[src/rtl/snake_game_core.sv]
// snake_game_core: game-state engine for a snake on a 16x16 grid (cells are {y,x}).
// Optional macro SNAKE_WRAP_EN: the head wraps at grid edges instead of hitting a wall.
module snake_game_core #(
  parameter int         WIN_LEN    = 15,
  parameter logic [7:0] START_LOC  = 8'h77,
  parameter logic [7:0] START_FOOD = 8'h2A
) (
  input  logic           Clk,
  input  logic           Reset,
  input  logic           Tick,
  input  logic           Start,
  input  logic           Ack,
  input  logic           BtnU,
  input  logic           BtnD,
  input  logic           BtnL,
  input  logic           BtnR,
  output logic           Qi,
  output logic           Qc,
  output logic           Ql,
  output logic           Qw,
  output logic [7:0]     Food,
  output logic [3:0]     Length,
  output logic [127:0]   Locations_Flat
);

  typedef enum logic [1:0] {QI, QC, QL, QW} state_t;
  // Encoding chosen so that the opposite direction is dir ^ 2'b01.
  typedef enum logic [1:0] {DIR_U, DIR_D, DIR_L, DIR_R} dir_t;

  state_t     state, state_n;
  dir_t       dir, dir_n, dir_req;
  logic       req_vld;
  logic [7:0] seg [16];
  logic [3:0] len, len_inc;
  logic [7:0] food, lfsr, nh;
  logic       pending, wall_hit, self_hit, collide, eat, win, overlap, restart;

  function automatic logic [7:0] lfsr_step(input logic [7:0] v);
    return {v[6:0], v[7] ^ v[5] ^ v[4] ^ v[3]};
  endfunction

  // Next head cell and edge detection
  always_comb begin
    nh       = seg[0];
    wall_hit = 1'b0;
    case (dir)
      DIR_U:   nh[7:4] = seg[0][7:4] - 4'd1;
      DIR_D:   nh[7:4] = seg[0][7:4] + 4'd1;
      DIR_L:   nh[3:0] = seg[0][3:0] - 4'd1;
      default: nh[3:0] = seg[0][3:0] + 4'd1;
    endcase
`ifdef SNAKE_WRAP_EN
    wall_hit = 1'b0;
`else
    case (dir)
      DIR_U:   wall_hit = (seg[0][7:4] == 4'h0);
      DIR_D:   wall_hit = (seg[0][7:4] == 4'hF);
      DIR_L:   wall_hit = (seg[0][3:0] == 4'h0);
      default: wall_hit = (seg[0][3:0] == 4'hF);
    endcase
`endif
  end

  // Body hits for the move, and food-candidate overlap with the live body
  always_comb begin
    eat      = (nh == food) && !pending;
    self_hit = 1'b0;
    overlap  = 1'b0;
    for (int i = 0; i < 16; i++) begin
      if (4'(i) < len) begin
        if ((seg[i] == nh) && (eat || (4'(i) != len - 4'd1))) self_hit = 1'b1;
        if (seg[i] == lfsr) overlap = 1'b1;
      end
    end
  end

  assign len_inc = len + 4'd1;
  assign collide = wall_hit || self_hit;
  assign win     = eat && (len_inc == 4'(WIN_LEN));
  assign restart = Ack && ((state == QL) || (state == QW));

  always_comb begin
    req_vld = 1'b1;
    dir_req = DIR_R;
    if (BtnU)      dir_req = DIR_U;
    else if (BtnD) dir_req = DIR_D;
    else if (BtnL) dir_req = DIR_L;
    else if (BtnR) dir_req = DIR_R;
    else           req_vld = 1'b0;
    dir_n = dir;
    if (req_vld && !((len > 4'd1) && (dir_req == dir_t'(dir ^ 2'b01)))) dir_n = dir_req;
  end

  always_ff @(posedge Clk) begin
    if (Reset) state <= QI;
    else       state <= state_n;
  end

  always_comb begin
    state_n = state;
    case (state)
      QI: if (Start) state_n = QC;
      QC: begin
        if (Tick) begin
          if (collide)  state_n = QL;
          else if (win) state_n = QW;
        end
      end
      QL, QW: if (Ack) state_n = QI;
      default: state_n = QI;
    endcase
  end

  always_comb begin
    Qi = (state == QI);
    Qc = (state == QC);
    Ql = (state == QL);
    Qw = (state == QW);
  end

  // The LFSR survives an Ack restart so successive games see different food.
  always_ff @(posedge Clk) begin
    if (Reset) lfsr <= 8'hB8;
    else       lfsr <= lfsr_step(lfsr);
  end

  always_ff @(posedge Clk) begin
    if (Reset || restart) begin
      len     <= 4'd1;
      seg[0]  <= START_LOC;
      for (int k = 1; k < 16; k++) seg[k] <= 8'h00;
      food    <= START_FOOD;
      dir     <= DIR_R;
      pending <= 1'b0;
    end else begin
      if (pending && !overlap) begin
        food    <= lfsr;
        pending <= 1'b0;
      end
      if (state == QC) begin
        dir <= dir_n;
        if (Tick && !collide) begin
          seg[0] <= nh;
          for (int k = 1; k < 16; k++) seg[k] <= seg[k-1];
          if (eat) begin
            len     <= len_inc;
            pending <= 1'b1;
          end
        end
      end
    end
  end

  for (genvar k = 0; k < 16; k++) begin : g_flat
    assign Locations_Flat[127-8*k -: 8] = seg[k];
  end

  assign Food   = food;
  assign Length = len;

endmodule

[config.mk]
export PLATFORM = sky130hd
export DESIGN_NAME = snake_game_core
export DESIGN_NICKNAME = d
export VERILOG_FILES = /design/src/rtl/snake_game_core.sv
export SDC_FILE = /design/constraint.sdc
export NUM_CORES = 1
export LEC_CHECK = 0
export CAP_MARGIN = 20
export CORE_MARGIN = 3
export CORE_UTILIZATION = 56
export CTS_BUF_LIST = sky130_fd_sc_hd__clkbuf_4 sky130_fd_sc_hd__clkbuf_8 sky130_fd_sc_hd__clkbuf_16
export DETAILED_ROUTE_END_ITERATION = 6
export GPL_ROUTABILITY_DRIVEN = 1
export PLACE_DENSITY_LB_ADDON = 0.25
export REMOVE_ABC_BUFFERS = 1
export SYNTH_ARGS = -nofsm -noshare
export SYNTH_HDL_FRONTEND = slang
export SYNTH_SLANG_ARGS = --single-unit
[constraint.sdc]
create_clock -name Clk -period 8.65 [get_ports Clk]
set_input_delay 1.73 -clock Clk [delete_from_list [all_inputs] [get_ports Clk]]
set_output_delay 1.73 -clock Clk [all_outputs]
set_load 0.005 [all_outputs]
## After elaboration in Yosys (flattened, before gate mapping)

Memory sizes are Yosys's and may differ from the RTL's.
Cells that the tools add are included.

- Bits of input ports: 9
- Output and inout bits: 144
- Word-level logic and storage cells: 273
- Memories: 1
- RAM bits: 128
- Bits in registers: 25

Memories:

| name | depth | width | rd ports | clocked after Yosys merged registers in | wr ports | RTL line | RTL |
|---|---|---|---|---|---|---|---|
| seg | 16 | 8 | 16 | 0 | 16 | 33 | `logic [7:0] seg [16];` |

- $lt $le $gt $ge: 17
- Bitwise gates (word level): 20
- Add/subtract/negate cells: 6
- Mux-type cells: 106
- Equal/unequal tests: 61
- Reduce and logical (&&, ||, !) cells: 56

Operators with widths:

| cell | count |
|---|---|
| $eq A8 B8 Y1 | 33 |
| $mux W8 | 16 |
| $mux W1 | 79 |
| $lt A4 B4 Y1 const A | 8 |
| $ne A4 B4 Y1 const A | 8 |
| $logic_and A1 B1 Y1 | 23 |
| $logic_or A1 B1 Y1 | 19 |
| $lt A3 B4 Y1 const A | 4 |
| $ne A3 B4 Y1 const A | 4 |
| $or A1 B1 Y1 | 16 |
| $pmux W4 S2 | 2 |
| $mux W2 | 7 |
| $add A4 B1 Y4 const B | 3 |
| $eq A4 B4 Y1 const B | 3 |
| $sub A4 B1 Y4 const B | 3 |
| $logic_not A4 Y1 | 2 |
| $lt A1 B4 Y1 const A | 2 |
| $lt A2 B4 Y1 const A | 2 |
| $ne A2 B4 Y1 const A | 2 |
| $eq A2 B2 Y1 const B | 3 |
| $ne A2 B2 Y1 const B | 3 |
| $pmux W2 S3 | 1 |
| $eq A2 B1 Y1 const B | 2 |
| $gt A4 B1 Y1 const B | 1 |
| other kinds (13) | 20 |

## Longest topological paths before layout

Gate-level depths: netlist (run 1).

- Word-level depth: 47
- Gate-level depth with buffers: 21

## Worst setup path before layout (run 1)

Ideal clock, no wire load.

- Kind: reg2reg
- Start: reg dir[1]
- End: mem seg[0][0], enable pin
- Required time: 8.164 ns
- Cell stages (with the launch flop): 19
- Setup time: 0.486 ns
- Clock period less this slack: 6.644 ns
- Slack: 2.006 ns
- Arrival time: 6.158 ns
- Cell sequence: dfxtp_1 buf_2 inv_1 clkbuf_1 buf_1 nor2_1 xnor2_1 ha_1 nor4b_1 a31o_2 xnor2_1 buf_4 xnor2_1 nand4_1 o21ai_1 a2111oi_4 o211ai_4 nor2_1 a21o_1

RTL lines:

| what | RTL line | RTL |
|---|---|---|
| start, declared | 31 | `dir_t dir, dir_n, dir_req;` |
| start signal, assigned | 141 | `dir <= dir_n;` |
| end, declared | 33 |  |

==> metrics, run 1 <==
status=completed; syn_area_per_cell=10.4 µm²; Area Growth Syn to Fin=21.8%; Core Region=17,600 µm²; Reg clk slew, reported paths=0.07 ns; Site Rows=48; R2R Setup Slk=2.21 ns; Post-synth EDFFs=128; WL final=34,400 µm; vias in the first global route=8,412; max-cap violations=0; Worst Tran Pin Value=1.02 ns; Post-Place Cells=1,312; grt ovf=0; FF-to-FF Start=seg[0][4]; startpoint types=register; Clock Path Buffers=2; post-synthesis sequential area ratio=42.5%; critical path's slowest cell=edfxtp_1; CTS buffer count=17; Post-route DRC=0; slew margin rel.=30.0%; number of synthesized register bits=153; Port Buf Inserts=152; Syn Inst Count=985; Die H=141 µm; netlist area before placement=10,200 µm²; RePlAce Congestion=1.01; Synth top area share=37.6%; Bufs and invs on worst path=3; Fmax=0.155 GHz; I/O pin count=153; H-Tree Depth=4; Initial Util=58.1%; Pwr Total=2250 µW; Hold Startpoint=Food[2]; LEAKAGE=0.00441 µW; Setup Viol. Count Final=0; Routed WL per cell=25.5 µm; cell family with most CP delay=simple AND/OR/NAND/NOR gates; die width=141 µm; Hold Path Cell Cnt=2; crit path max fanout=77; Clock Sinks=153; Crit. End Element=register; Post-synth ARST share=0%; Final Max Slew Viols=0; Yosys warnings=0; Hold Vio Cnt, Final=0; first-pass GRT wire length=52,400 µm; CTS tree=done; Max IR drop VDD=0.150 mV; hold path endpoint=Food[2]; Clk Latency, worst-skew pair=0.44 ns; power per cell area=181 nW/µm²; Setup Buffers After CTS=0; antenna-violating nets left=0; ys flop type=edfxtp_1; HPWL Detailed=23,300 µm; critical-path cell list=inv_1 > fa_1 > nor2b_1 > or2_1 > a22o_1 > a2111oi_0 > nand4_1 > a32oi_1 > o21ai_0 > o221ai_2 > nor2_1 > a21o_4 > buf_16 > buf_4; Tmin final=6.44 ns; largest net degree at the start of global routing=89; number of vias per cell=6.41; Hold Path Class=register to register; clock root buffer=clkbuf_16; worst path required time=8.73 ns; # hold bufs at CTS=0; CTS resizes=0; Distinct cells, synth=72; Total Routing Usage GR=34.8%; Critical Path AT=6.52 ns; fin util=70.7%; unrepaired setup endpoints after global routing=no; layout cells sized above 1=7.49%; via count=8,631; R2R Path End=seg[0][72]; R2R cell count=14; non-filler cells, final=1,346; Crit Path Class=register to register; final worst path period share=74.5%; Synth area leaders=edfxtp_1 38%, xor2_1 12%, xnor2_1 11%; Synth area leader=edfxtp_1; CP max stage delay=1.00 ns; DRT Pass-1 Iters=6; final net count=1,127; clk_skew=0.0109 ns; total die area=19,900 µm²; Sum Neg Setup Slack=0 ns; antenna violations before repair=0; Inserted Diodes=0; DRT iter0 DRCs=1,117
per-layer routing:
metal | global-route usage (%) | part of all wire, % | up-vias | routed length, µm
li1 | - | - | 3720 | -
met1 | 46.2 | 39 | 4230 | 13400
met2 | 55.4 | 47 | 565 | 16100
met3 | 7.46 | 10 | 116 | 3550
met4 | 14.6 | 4.1 | 0 | 1400
met5 | 0 | 0 | - | 0
power by group:
| part | total, µW | internal [µW] | leakage (µW) | switching [µW] |
|---|---|---|---|---|
| Combinational | 553 | 259 | 0.00262 | 294 |
| Sequential | 968 | 869 | 0.00152 | 98.8 |
| Clock | 727 | 382 | 0.000269 | 345 |
per-stage QoR:
step | setup WS (ns) | instance area, µm² | hold slack [ns]
2_1_floorplan | 0.863 | 9870 | 0.509
3_3_place_gp | 2.25 | 11900 | 0.536
3_5_place_dp | 2.04 | 11900 | 0.548
4_1_cts | 2.01 | 12400 | 0.562
5_1_grt | 1.93 | 12400 | 0.585
6_report | 2.21 | 12400 | 0.560
worst max-delay path by stage:
stage | from | end | cells after the start
finish | seg[0][4] | seg[0][72] | 14
global route | seg[0][4] | seg[0][1] | 14
CTS | seg[0][4] | seg[0][67] | 13
detailed placement | seg[0][4] | seg[0][66] | 13
global placement | seg[0][4] | seg[0][69] | 13
floorplan | dir[1] | seg[0][0] | 13
sequential cells by signal, indices dropped and copies added (netlist names):
register / count
Food: 8
Length: 4
dir: 2
lfsr: 8
pending: 1
seg: 128
state: 2
cells in the final DEF (no fill, tap or decap), types with 6 or more instances in the layout:
cell type,synthesis,layout
buf_4,5,21
dfxtp_1,25,25
nor3_2,10,10
clkdlybuf4s50_1,0,152
ha_1,9,9
nand2b_1,7,7
a31oi_1,13,13
nor2b_1,12,12
inv_1,22,22
nand3_1,25,25
xor2_1,140,140
nor2_1,22,22
edfxtp_1,128,128
nor4_1,25,25
a21oi_1,20,19
nand4_1,23,23
a221oi_1,7,7
nor3_1,25,25
xnor2_1,124,124
clkbuf_16,0,17
mux2i_1,11,11
o21ai_0,17,17
o221ai_1,6,6
or3_1,10,10
nand2_1,38,38
and2_1,109,109
logic make-up (layout without fill, tap and decap cells):
logic type	after synthesis	count (layout)	synth area share, %
xor+xnor	266	266	23.0
buf+inv	92	228	4.19
flops	153	153	42.5
mux	11	11	1.08
compound gates	123	123	9.01
fa+ha+maj	10	10	1.30
simple gates	330	330	18.9
layout make-up:
| type | count | area [µm²] |
|---|---|---|
| inverters | 22 | 82.6 |
| flip-flops and latches | 153 | 4340 |
| multi-input cells | 740 | 5480 |
| repair buffers | 174 | 1710 |
| well taps | 225 | 282 |
| fillers | 1387 | 5150 |
| clock buffers | 18 | 433 |
| clock inverters | 14 | 125 |
worst register-to-register path: cells and delay by family (launching register included):
family,cells,cell delay [ns]
DFF,1,1.00
and+or+nand+nor,4,1.51
adders and majority gates,1,0.97
AOI/OAI and AO/OA,6,1.23
buffers and inverters,3,1.36
synthesized netlist by cell type (15+ instances only):
library cell / n
nor2_1: 22
and2_1: 109
a21oi_1: 20
xnor2_1: 124
clkbuf_1: 34
buf_2: 15
nor4_1: 25
nand2_1: 38
nand3_1: 25
xor2_1: 140
dfxtp_1: 25
nand4_1: 23
o21ai_0: 17
nor3_1: 25
edfxtp_1: 128
inv_1: 22
No activity file was read; power rests on OpenSTA's default activity.
==> inputs of run 2 (changes only) <==
==> constraint.sdc (replaced) <==
create_clock -name Clk -period 6.45 [get_ports Clk]
set_input_delay 1.29 -clock Clk [delete_from_list [all_inputs] [get_ports Clk]]
set_output_delay 1.29 -clock Clk [all_outputs]
set_load 0.005 [all_outputs]
==> run 2 against run 1 <==
Net effect: maximum frequency up 17%; critical path depth unchanged; non-clock buffer count up 13; combinational power increased by 34%; clock power grew 42%; sequential share of layout area shrank 0.29 points; clock skew up 0.0029 ns; routed wire length increased by 0.12%; critical endpoint is now seg[0][42]; largest cell class unchanged; largest power group unchanged; highest routed layer unchanged.
==> metrics, run 2 (synthesized netlist as in run 1, its figures left out) <==
total die area=19,900 µm²; Routed WL per cell=25.3 µm; Initial Util=58.1%; status=completed; max-cap violations=0; Setup Viol. Count Final=0; Clk Latency, worst-skew pair=0.44 ns; clock root buffer=clkbuf_16; layout cells sized above 1=8.47%; Post-route DRC=0; # hold bufs at CTS=0; number of vias per cell=6.38; Worst Tran Pin Value=1.04 ns; CTS tree=done; fin area=12,600 µm²; Reg clk slew, reported paths=0.07 ns; RePlAce Congestion=1.06; clk_skew=0.0139 ns; Site Rows=48; die width=141 µm; final net count=1,140; LEAKAGE=0.00447 µW; Hold Path Class=register to register; most common cell after layout, fill and taps aside=clkdlybuf4s50_1; unrepaired setup endpoints after global routing=no; power per cell area=244 nW/µm²; Clock Sinks=153; final worst path period share=85.4%; Largest Register=seg; Clock Path Buffers=2; CTS buffer count=17; Core Region=17,600 µm²; placed instance area=12,000 µm²; via count=8,670; largest net degree at the start of global routing=80; Pwr Total=3070 µW; WL final=34,400 µm; startpoint types=register; CTS resizes=0; fin util=71.3%; Crit Path Class=register to register; Final Max Slew Viols=0; Hold Vio Cnt, Final=0; antenna-violating nets left=0; WHS=0.570 ns; HPWL Detailed=24,000 µm; slew margin rel.=30.4%; highest-count cells in the layout ignoring fill and taps=152 x clkdlybuf4s50_1, 140 x xor2_1, 128 x edfxtp_1; Tmin final=5.51 ns; Total Routing Usage GR=34.4%; I/O pin count=153; Die H=141 µm; crit path max fanout=79; antenna violations before repair=0; Crit. End Element=register; grt ovf=0; Port Buf Inserts=152; Post-Place Cells=1,327; first-pass GRT wire length=51,500 µm; DRT Pass-1 Iters=6; non-filler cells, final=1,359; vias in the first global route=8,519; Max IR drop VDD=0.210 mV; Largest register FFs=128; Critical Path AT=5.61 ns; Inserted Diodes=0; Area Growth Syn to Fin=22.8%; Setup Buffers After CTS=0; Fmax=0.182 GHz; H-Tree Depth=4; worst path required time=6.56 ns; DRT iter0 DRCs=1,166
-- run 2: worst paths after layout --
path,from,endpoint,slack [ns],cells past startpoint
max reg2reg,seg[0][5],seg[0][42],0.94,14
max,seg[0][5],seg[0][42],0.94,14
min reg2reg,Food[0],Food[0],0.57,2
min,Food[0],Food[0],0.57,2
-- run 2: critical path, cell delays in order (launching register included) --
cell	delay [ns]
edfxtp_1	0.78
inv_1	0.22
fa_1	0.49
xor2_1	0.21
o21ai_1	0.38
buf_4	0.31
xor2_1	0.16
nor4_1	0.08
a41oi_1	0.25
o21ai_1	0.14
a2111oi_4	0.40
o211ai_4	0.19
nor2_1	0.22
a21o_4	0.79
buf_4	0.46
-- run 2: area by class of cell --
| class | instances | area, µm² |
|---|---|---|
| flip-flops and latches | 153 | 4340 |
| multi-input cells | 740 | 5470 |
| fillers | 1288 | 5040 |
| inverters | 22 | 82.6 |
| well taps | 225 | 282 |
| clock inverters | 14 | 161 |
| clock buffers | 18 | 433 |
| repair buffers | 187 | 1780 |
-- run 2: per-stage QoR --
step                      TNS [ns]  setup WS, ns
final                            0         0.944
after global routing             0         0.656
after CTS                        0          1.03
after detailed placement         0          1.06
after global placement           0          1.24
after floorplan            -171.13         -1.34
-- run 2: routing by layer --
| layer | GRT usage, % | wire length (µm) |
|---|---|---|
| met4 | 16.1 | 1680 |
| met3 | 9.36 | 3850 |
| met2 | 53.2 | 15700 |
| met5 | 0 | 0 |
| met1 | 45.2 | 13200 |
-- run 2: power by group --
group	internal (µW)	switching, µW
Clock	584	442
Sequential	1170	136
Combinational	353	387
==> inputs of run 3 (changes only) <==
--- a/config.mk
+++ b/config.mk
@@ -5,7 +5,7 @@
 export SDC_FILE = /design/constraint.sdc
 export NUM_CORES = 1
 export LEC_CHECK = 0
-export CAP_MARGIN = 20
+export ABC_CLOCK_PERIOD_IN_PS = 6450
 export CORE_MARGIN = 3
 export CORE_UTILIZATION = 56
 export CTS_BUF_LIST = sky130_fd_sc_hd__clkbuf_4 sky130_fd_sc_hd__clkbuf_8 sky130_fd_sc_hd__clkbuf_16
==> results of run 3 <==
Same layout as run 2: the final DEF is identical, and so are final timing and power.
